[config.mk]
export PLATFORM = sky130hd
export DESIGN_NAME = maxnet_ctrl_flat
export DESIGN_NICKNAME = d
export VERILOG_FILES = /design/src/rtl/maxnet_ctrl_if.sv /design/src/rtl/maxnet_ctrl.sv /design/src/flat_wrapper.sv
export SDC_FILE = /design/constraint.sdc
export NUM_CORES = 1
export LEC_CHECK = 0
export ABC_AREA = 1
export CAP_MARGIN = 20
export CORE_MARGIN = 2
export CORE_UTILIZATION = 42
export CTS_BUF_LIST = sky130_fd_sc_hd__clkbuf_8
export DETAILED_ROUTE_END_ITERATION = 8
export PLACE_DENSITY_LB_ADDON = 0.25
export SLEW_MARGIN = 20
export SYNTH_ARGS = -nofsm -noshare
export SYNTH_HDL_FRONTEND = slang
export SYNTH_SLANG_ARGS = --single-unit
export TNS_END_PERCENT = 100
[constraint.sdc]
create_clock -name clk -period 1.85 [get_ports clk]
set_clock_uncertainty 0.05 [all_clocks]
set_input_delay 0.37 -clock clk [delete_from_list [all_inputs] [get_ports clk]]
set_output_delay 0.37 -clock clk [all_outputs]
set_load 0.01 [all_outputs]
[src/rtl/maxnet_ctrl_if.sv]
// Handshake and neuron-bus bundle between the MAXNET array and its
// competition controller.
interface maxnet_ctrl_if #(
   parameter int W = 32
);
   logic         start;
   logic [3:0]   o;
   logic [W-1:0] xo0;
   logic [W-1:0] xo1;
   logic [W-1:0] xo2;
   logic [W-1:0] xo3;
   logic         mux;
   logic         busy;
   logic         done;
   logic [1:0]   winner;
   logic [W-1:0] win_val;
   logic         none;
   logic         timeout;
   logic [7:0]   iter_cnt;

   modport master (
      output start, o, xo0, xo1, xo2, xo3,
      input  mux, busy, done, winner, win_val, none, timeout, iter_cnt
   );

   modport slave (
      input  start, o, xo0, xo1, xo2, xo3,
      output mux, busy, done, winner, win_val, none, timeout, iter_cnt
   );
endinterface

[src/rtl/maxnet_ctrl.sv]
// Sequencer for a 4-neuron MAXNET: loads the array, iterates until one
// neuron survives, all die, or the iteration limit expires, then latches the result.
module maxnet_ctrl #(
   parameter int MAX_ITER = 64,
   parameter int W        = 32
) (
   input logic         clk,
   input logic         rst,
   maxnet_ctrl_if.slave bus
);
   typedef enum logic [2:0] {IDLE, LOAD1, LOAD2, ITER, DONE} state_t;

   state_t       state;
   state_t       next_state;
   logic [7:0]   cnt;
   logic [2:0]   pop;
   logic [1:0]   low_idx;
   logic [W-1:0] low_val;
   logic         decide;
   logic         mux_d;
   logic         busy_d;
   logic         done_d;

   always_comb begin
      pop = {2'b00, bus.o[0]} + {2'b00, bus.o[1]} + {2'b00, bus.o[2]} + {2'b00, bus.o[3]};
      low_idx = 2'd0;
      if (bus.o[0])      low_idx = 2'd0;
      else if (bus.o[1]) low_idx = 2'd1;
      else if (bus.o[2]) low_idx = 2'd2;
      else if (bus.o[3]) low_idx = 2'd3;
      case (low_idx)
         2'd0:    low_val = bus.xo0;
         2'd1:    low_val = bus.xo1;
         2'd2:    low_val = bus.xo2;
         default: low_val = bus.xo3;
      endcase
   end

   always_ff @(posedge clk or negedge rst) begin
      if (!rst) begin
         state    <= IDLE;
         bus.mux  <= 1'b0;
         bus.busy <= 1'b0;
         bus.done <= 1'b0;
      end else begin
         state    <= next_state;
         bus.mux  <= mux_d;
         bus.busy <= busy_d;
         bus.done <= done_d;
      end
   end

   // A single surviving neuron wins even on the last permitted iteration.
   always_comb begin
      next_state = state;
      decide     = 1'b0;
      case (state)
         IDLE:  if (bus.start) next_state = LOAD1;
         LOAD1: next_state = LOAD2;
         LOAD2: next_state = ITER;
         ITER: begin
            if (pop <= 3'd1 || cnt == 8'(MAX_ITER - 1)) begin
               decide     = 1'b1;
               next_state = DONE;
            end
         end
         DONE:  next_state = IDLE;
         default: next_state = IDLE;
      endcase
   end

   always_comb begin
      mux_d  = (next_state == ITER) || (next_state == DONE);
      busy_d = (next_state == LOAD1) || (next_state == LOAD2) || (next_state == ITER);
      done_d = (next_state == DONE);
   end

   always_ff @(posedge clk or negedge rst) begin
      if (!rst) begin
         cnt          <= 8'd0;
         bus.winner   <= 2'd0;
         bus.win_val  <= '0;
         bus.none     <= 1'b0;
         bus.timeout  <= 1'b0;
         bus.iter_cnt <= 8'd0;
      end else begin
         if (state == ITER && !decide) cnt <= cnt + 8'd1;
         else                          cnt <= 8'd0;
         if (decide) begin
            bus.winner   <= (pop == 3'd0) ? 2'd0 : low_idx;
            bus.win_val  <= (pop == 3'd0) ? '0 : low_val;
            bus.none     <= (pop == 3'd0);
            bus.timeout  <= (pop >= 3'd2);
            bus.iter_cnt <= cnt + 8'd1;
         end
      end
   end
endmodule

[src/flat_wrapper.sv]
// flat-port wrapper written by rule: the top's interface ports become plain ports
module maxnet_ctrl_flat 
#(
   parameter int MAX_ITER = 64,
   parameter int W        = 32
)
  (clk, rst, bus_start, bus_o, bus_xo0, bus_xo1, bus_xo2, bus_xo3, bus_mux, bus_busy, bus_done, bus_winner, bus_win_val, bus_none, bus_timeout, bus_iter_cnt);
  maxnet_ctrl_if #(.W(W)) bus_i ();
  input logic clk;
  input logic rst;
  input wire logic [$bits(bus_i.start)-1:0] bus_start;
  input wire logic [$bits(bus_i.o)-1:0] bus_o;
  input wire logic [$bits(bus_i.xo0)-1:0] bus_xo0;
  input wire logic [$bits(bus_i.xo1)-1:0] bus_xo1;
  input wire logic [$bits(bus_i.xo2)-1:0] bus_xo2;
  input wire logic [$bits(bus_i.xo3)-1:0] bus_xo3;
  output wire logic [$bits(bus_i.mux)-1:0] bus_mux;
  output wire logic [$bits(bus_i.busy)-1:0] bus_busy;
  output wire logic [$bits(bus_i.done)-1:0] bus_done;
  output wire logic [$bits(bus_i.winner)-1:0] bus_winner;
  output wire logic [$bits(bus_i.win_val)-1:0] bus_win_val;
  output wire logic [$bits(bus_i.none)-1:0] bus_none;
  output wire logic [$bits(bus_i.timeout)-1:0] bus_timeout;
  output wire logic [$bits(bus_i.iter_cnt)-1:0] bus_iter_cnt;
  assign bus_i.start = bus_start;
  assign bus_i.o = bus_o;
  assign bus_i.xo0 = bus_xo0;
  assign bus_i.xo1 = bus_xo1;
  assign bus_i.xo2 = bus_xo2;
  assign bus_i.xo3 = bus_xo3;
  assign bus_mux = bus_i.mux;
  assign bus_busy = bus_i.busy;
  assign bus_done = bus_i.done;
  assign bus_winner = bus_i.winner;
  assign bus_win_val = bus_i.win_val;
  assign bus_none = bus_i.none;
  assign bus_timeout = bus_i.timeout;
  assign bus_iter_cnt = bus_i.iter_cnt;
  maxnet_ctrl #(.MAX_ITER(MAX_ITER), .W(W)) u_core (.clk(clk), .rst(rst), .bus(bus_i));
endmodule
After elaboration in Yosys (flattened, before gate mapping)
Index checks and enable logic that the tools add are counted.
{"block": "totals", "register_bits": 58, "latch_bits": 0, "ramBits": 0, "mem_bits_ro": 0, "input_bits": 135, "out_inout_bits": 47, "wordCells": 48, "memories": 0}
{"block": "classes", "n_addsub": 4, "mul": 0, "div": 0, "magnitude_cmp": 2, "eq_ne": 10, "shift": 0, "n_mux": 13, "bitwise_logic": 0, "n_reduce_logical": 9}
{"cell": "one-hot mux 32 bit (3 select lines)", "count": 1}
{"cell": "2-to-1 mux 32 bit", "count": 1}
{"cell": "equality test 3 x 2 -> 1 bit (second input constant)", "count": 4}
{"cell": "one-hot mux 3 bit (4 select lines)", "count": 1}
{"cell": "2-to-1 mux 2 bit", "count": 5}
{"cell": "adder 8 x 1 -> 8 bit (second input constant)", "count": 1}
{"cell": "equality test 8 x 6 -> 1 bit (second input constant)", "count": 1}
{"cell": "2-to-1 mux 8 bit", "count": 1}
{"cell": "adder 3 x 1 -> 3 bit", "count": 2}
{"cell": "equality test 3 x 1 -> 1 bit (second input constant)", "count": 2}
{"cell": "logical NOT 3 bit", "count": 2}
{"cell": "2-to-1 mux 3 bit", "count": 2}
{"cell": "logical OR 1 bit", "count": 4}
{"cell": "equality test 3 bit (second input constant)", "count": 1}
{"cell": "greater-or-equal comparator 3 x 2 -> 1 bit (second input constant)", "count": 1}
{"cell": "<= comparator 3 x 1 -> 1 bit (second input constant)", "count": 1}
{"cell": "adder 1 x 1 -> 2 bit", "count": 1}
{"cell": "equality test 2 x 1 -> 1 bit (second input constant)", "count": 1}
{"cell": "equality test 2 bit (second input constant)", "count": 1}
{"cell": "logical NOT 2 bit", "count": 1}
{"cell": "2-to-1 mux 1 bit", "count": 2}
{"cell": "logical AND 1 bit", "count": 1}
{"cell": "logical NOT 1 bit", "count": 1}

Logic depth before layout (Yosys ltp)
{"block": "depth", "ltp_word": 10, "mapped_depth": 13, "depth_no_buf": 12}

Worst setup path after synthesis
Ideal clock, no wire load.
{"block": "synth_timing", "kind": "input -> register", "startpoint": "input port bus_o[0]", "endpoint": "register u_core.bus.win_val[0]", "setup_ns": 0.116, "arrival_ns": 1.952, "required_time_ns": 1.684, "slack_ns": -0.269, "cell_stages": 12, "n_path_buf": 1, "cell_sequence": "inv_2 > ha_1 > inv_1 > fa_1 > ha_1 > nor2_1 > nand2_1 > nand3_4 > buf_6 > nor2_2 > nand2_1 > nand2_1"}
{"block": "synth_between", "elab_chain_len": 7, "word_cells_on_any_way": 14, "classes_between": "3 x add/sub; 1 x order compare; 2 x eq/ne; 5 x mux; 3 x reduce/logical"}
{"element": "start, declared", "line": "flat_wrapper.sv:12", "source": "input wire logic [$bits(bus_i.o)-1:0] bus_o;"}
{"element": "adder 1 x 1 -> 2 bit", "line": "maxnet_ctrl.sv:25", "source": "pop = {2'b00, bus.o[0]} + {2'b00, bus.o[1]} + {2'b00, bus.o[2]} + {2'b00, bus.o[3]};"}
{"element": "adder 3 x 1 -> 3 bit (2 in series)", "line": "maxnet_ctrl.sv:25"}
{"element": "<= comparator 3 x 1 -> 1 bit", "line": "maxnet_ctrl.sv:62", "source": "if (pop <= 3'd1 || cnt == 8'(MAX_ITER - 1)) begin"}
{"element": "logical OR 1 bit", "line": "maxnet_ctrl.sv:62"}
{"element": "2-to-1 mux 1 bit", "line": "maxnet_ctrl.sv:62"}
{"element": "2-to-1 mux 1 bit", "line": "maxnet_ctrl.sv:57", "source": "case (state)"}
{"element": "end signal, assigned", "line": "maxnet_ctrl.sv:91", "source": "bus.win_val <= (pop == 3'd0) ? '0 : low_val;"}
{"element": "end, declared", "line": "maxnet_ctrl_if.sv:28", "source": "output mux, busy, done, winner, win_val, none, timeout, iter_cnt"}
Parallel ways exist; a longest one is shown, timed or not.
A chain may end at the register's enable or synchronous reset.

Final worst setup path
{"block": "layout_timing", "startpoint": "input port bus_o[0]", "endpoint": "register u_core.bus.winner[1]"}
{"block": "layout_between", "elab_chain_len": 7, "word_cells_on_any_way": 10, "classes_between": "3 x add/sub; 1 x order compare; 4 x mux; 2 x reduce/logical"}
{"element": "adder 1 x 1 -> 2 bit", "line": "maxnet_ctrl.sv:25"}
{"element": "adder 3 x 1 -> 3 bit (2 in series)", "line": "maxnet_ctrl.sv:25"}
{"element": "<= comparator 3 x 1 -> 1 bit", "line": "maxnet_ctrl.sv:62"}
{"element": "logical OR 1 bit", "line": "maxnet_ctrl.sv:62"}
{"element": "2-to-1 mux 1 bit", "line": "maxnet_ctrl.sv:62"}
{"element": "2-to-1 mux 1 bit", "line": "maxnet_ctrl.sv:57"}
{"element": "end signal, assigned", "line": "maxnet_ctrl.sv:90", "source": "bus.winner <= (pop == 3'd0) ? 2'd0 : low_idx;"}
{"element": "end, declared", "line": "maxnet_ctrl_if.sv:28"}
Parallel ways exist; a longest one is shown, timed or not.

==> impl_metrics.env <==
export IMPL_final_cell_mix="clkdlybuf4s50_1, nand2_1, nand3_1, dfrtp_1, nor2_1"
export IMPL_drt_total_wl_um=12550
export IMPL_clk_latency_ps=340
export IMPL_crit_type="in -> reg"
export IMPL_status="complete, but fails checks"
export IMPL_drive_gt1_share_pct=18.44
export IMPL_cp_end_kind="register"
export IMPL_total_power_mw=6.223
export IMPL_grt_pass1_vias=4000
export IMPL_fp_dieArea_mm2=0.009455
export IMPL_start_kind="input port"
export IMPL_postRouteAntennaNets=0
export IMPL_hold_viol=0
export IMPL_placed_area_mm2=0.005769
export IMPL_final_common_cell="clkdlybuf4s50_1"
export IMPL_worst_pin_slew_ps=433.2
export IMPL_clockBufferDepth=2
export IMPL_grt_total_usage_pct=24.32
export IMPL_syn_avg_cell_area_um2=7.173
export IMPL_cts_htree_levels=3
export IMPL_finalSetupViolations=39
export IMPL_cts_tree="built"
export IMPL_n_fill_cell=654
export IMPL_grt_overflow=0
export IMPL_wl_per_cell_um=15.24
export IMPL_fin_crit_ps=1918
export IMPL_setup_ws_ps=-67.65
export IMPL_drv_cap=0
export IMPL_hold_slack_ps=395.1
export IMPL_synth_edff_count=0
export IMPL_yosysWarnings=0
export IMPL_dp_cells=795
export IMPL_rsz0062_at_grt="yes"
export IMPL_hold_class="in -> reg"
export IMPL_drtIter0Drc=141
export IMPL_start_util_pct=42.49
export IMPL_clock_sinks=58
export IMPL_die_w_um=97.24
export IMPL_ys_seq_area_share_pct=39.75
export IMPL_slew_headroom_pct=71.03
export IMPL_cellPowerDensity_mw_per_mm2=963.6
export IMPL_worstPathArrival_ps=2090
export IMPL_syn_area_mm2=0.003651
export IMPL_grt_max_degree=59
export IMPL_fmax_mhz=521.5
export IMPL_final_max_slew_viol_count=0
export IMPL_syn_nets=651
export IMPL_io_buffers=181
export IMPL_path_clk_slew_ps=70
export IMPL_diodes=0
export IMPL_viasPerCell=5.056
export IMPL_io_pins=182
export IMPL_synth_seq_cells=58
export IMPL_synth_distinct_cells=26
export IMPL_layout_nets=853
export IMPL_syn2layout_area_growth_pct=76.90
export IMPL_firstDrtPassIters=5
export IMPL_synthFlopType="dfrtp_1"
export IMPL_finalInstanceArea_mm2=0.006459
export IMPL_cts_buffers=9
export IMPL_die_h_um=97.24
export IMPL_cts_root_buffer="clkbuf_8"
export IMPL_leakagePower_nw=3.067
export IMPL_route_detailed_drc=0
export IMPL_synthArstFlopShare_pct=100.0
export IMPL_grt_antenna_before_repair=0
export IMPL_critPathRequiredTime_ps=2020
export IMPL_grt_first_pass_wirelength_um=18620
export IMPL_row_count=34
export IMPL_syn_inst=509
export IMPL_gp_congestion=0.7903
export IMPL_final_cells=824
export IMPL_violations="setup timing"
export IMPL_dp_hpwl_um=8215
export IMPL_finalCritPeriodShare_pct=103.7
export IMPL_irDropWorstVdd_uv=488.1
export IMPL_worstPathMaxFanout=2
export IMPL_core_mm2=0.008593
export IMPL_vias=4166
## power by group
group / switching, mW / internal (mW) / total (mW)
sequential: 0.272 / 1.71 / 1.98
combinational: 1.29 / 1.59 / 2.88
clock: 0.565 / 0.798 / 1.36
total: 2.13 / 4.10 / 6.22
## critical path, stage by stage
cell,delay [ps]
buf_12,90
inv_12,30
ha_4,240
inv_2,30
fa_2,390
ha_4,250
nor2_2,100
nand2_2,90
buf_4,140
buf_4,120
buf_4,120
nand2_1,50
o21ai_1,60
## path summary, 6_finish.rpt
path,end,start,depth (start not counted),slack (ps)
hold / removal,u_core.bus.winner[1]$_DFFE_PN0P_,bus_o[1],5,400
max in group asynchronous,u_core.bus.win_val[7]$_DFFE_PN0P_,rst,3,960
setup reg to reg,u_core.bus.none$_DFFE_PN0P_,u_core.cnt[0]$_DFF_PN0_,10,30
min in group asynchronous,u_core.cnt[6]$_DFF_PN0_,rst,3,510
hold reg to reg,u_core.bus.win_val[19]$_DFFE_PN0P_,u_core.bus.win_val[19]$_DFFE_PN0P_,2,430
setup / recovery,u_core.bus.winner[1]$_DFFE_PN0P_,bus_o[0],13,-70
## cells in the mapped netlist, types with 3 or more instances
cell        n  area share [%]
nand2_2     3            0.51
nand3b_1   33             6.8
xor2_1      3            0.72
o21ai_1     9             1.2
buf_2      16             2.2
nor2_2     29             5.0
nand2_1   184              19
inv_1      17             1.7
nand3_1    70             9.6
nor2_1     50             5.1
clkbuf_1    8            0.82
ha_1        6             2.1
dfrtp_1    58              40
buf_6       3            0.93
inv_2       5            0.51
buf_4       3            0.62
## repair_timing
action	in CTS	in global routing
endpoints found under the setup margin	57	52
hold buffers	1	0
gates resized for setup	34	48
setup buffers	4	3
endpoints found under the hold margin	57	0
pin swaps	7	8
cloned	2	7
## routing by layer
metal	vias up	routed length, µm	GRT usage [%]
met4	0	233	10.47
li1	2023	-	-
met1	1958	5047	28.11
met5	-	0	0
met3	17	963	7.194
met2	168	6309	41.93
## metrics by stage
stage	worst slack (ps)	util (%)	setup TNS, ps
6_report	-67.65	75.16	-947.2
5_1_grt	-136.3	75.16	-4190
4_1_cts	-189.0	72.15	-3442
3_5_place_dp	-895.8	67.14	-47630
3_3_place_gp	-859.6	67.14	-45580
2_1_floorplan	-155.0	-	-5512
## state kept, by name (all words and copies together) (netlist names)
signal / flops
u_core.state: 3
u_core.bus.busy: 1
u_core.bus.winner: 2
u_core.bus.win_val: 32
u_core.bus.done: 1
u_core.bus.iter_cnt: 8
u_core.bus.timeout: 1
u_core.bus.mux: 1
u_core.cnt: 8
u_core.bus.none: 1
## final cells by class
type                    instances  area (µm²)  area share [%]
well taps                     108       135.1           2.092
clock inverters                 6       88.84           1.375
flip-flops and latches         58        1451           22.47
repair buffers                221        2355           36.46
inverters                      22       97.59           1.511
multi-input cells             399        2193           33.96
clock buffers                  10       137.6           2.131
## cells by family after synthesis
kind of cell               Yosys count  share of synthesized area, %
and+or+nand+nor                    375                         47.81
buffers and inverters               52                         6.820
adders and majority gates            7                         2.604
DFF                                 58                         39.75
xor gates and xnor gates             5                         1.200
AOI/OAI and AO/OA                   12                         1.816
(Power assumes the default switching activity.)
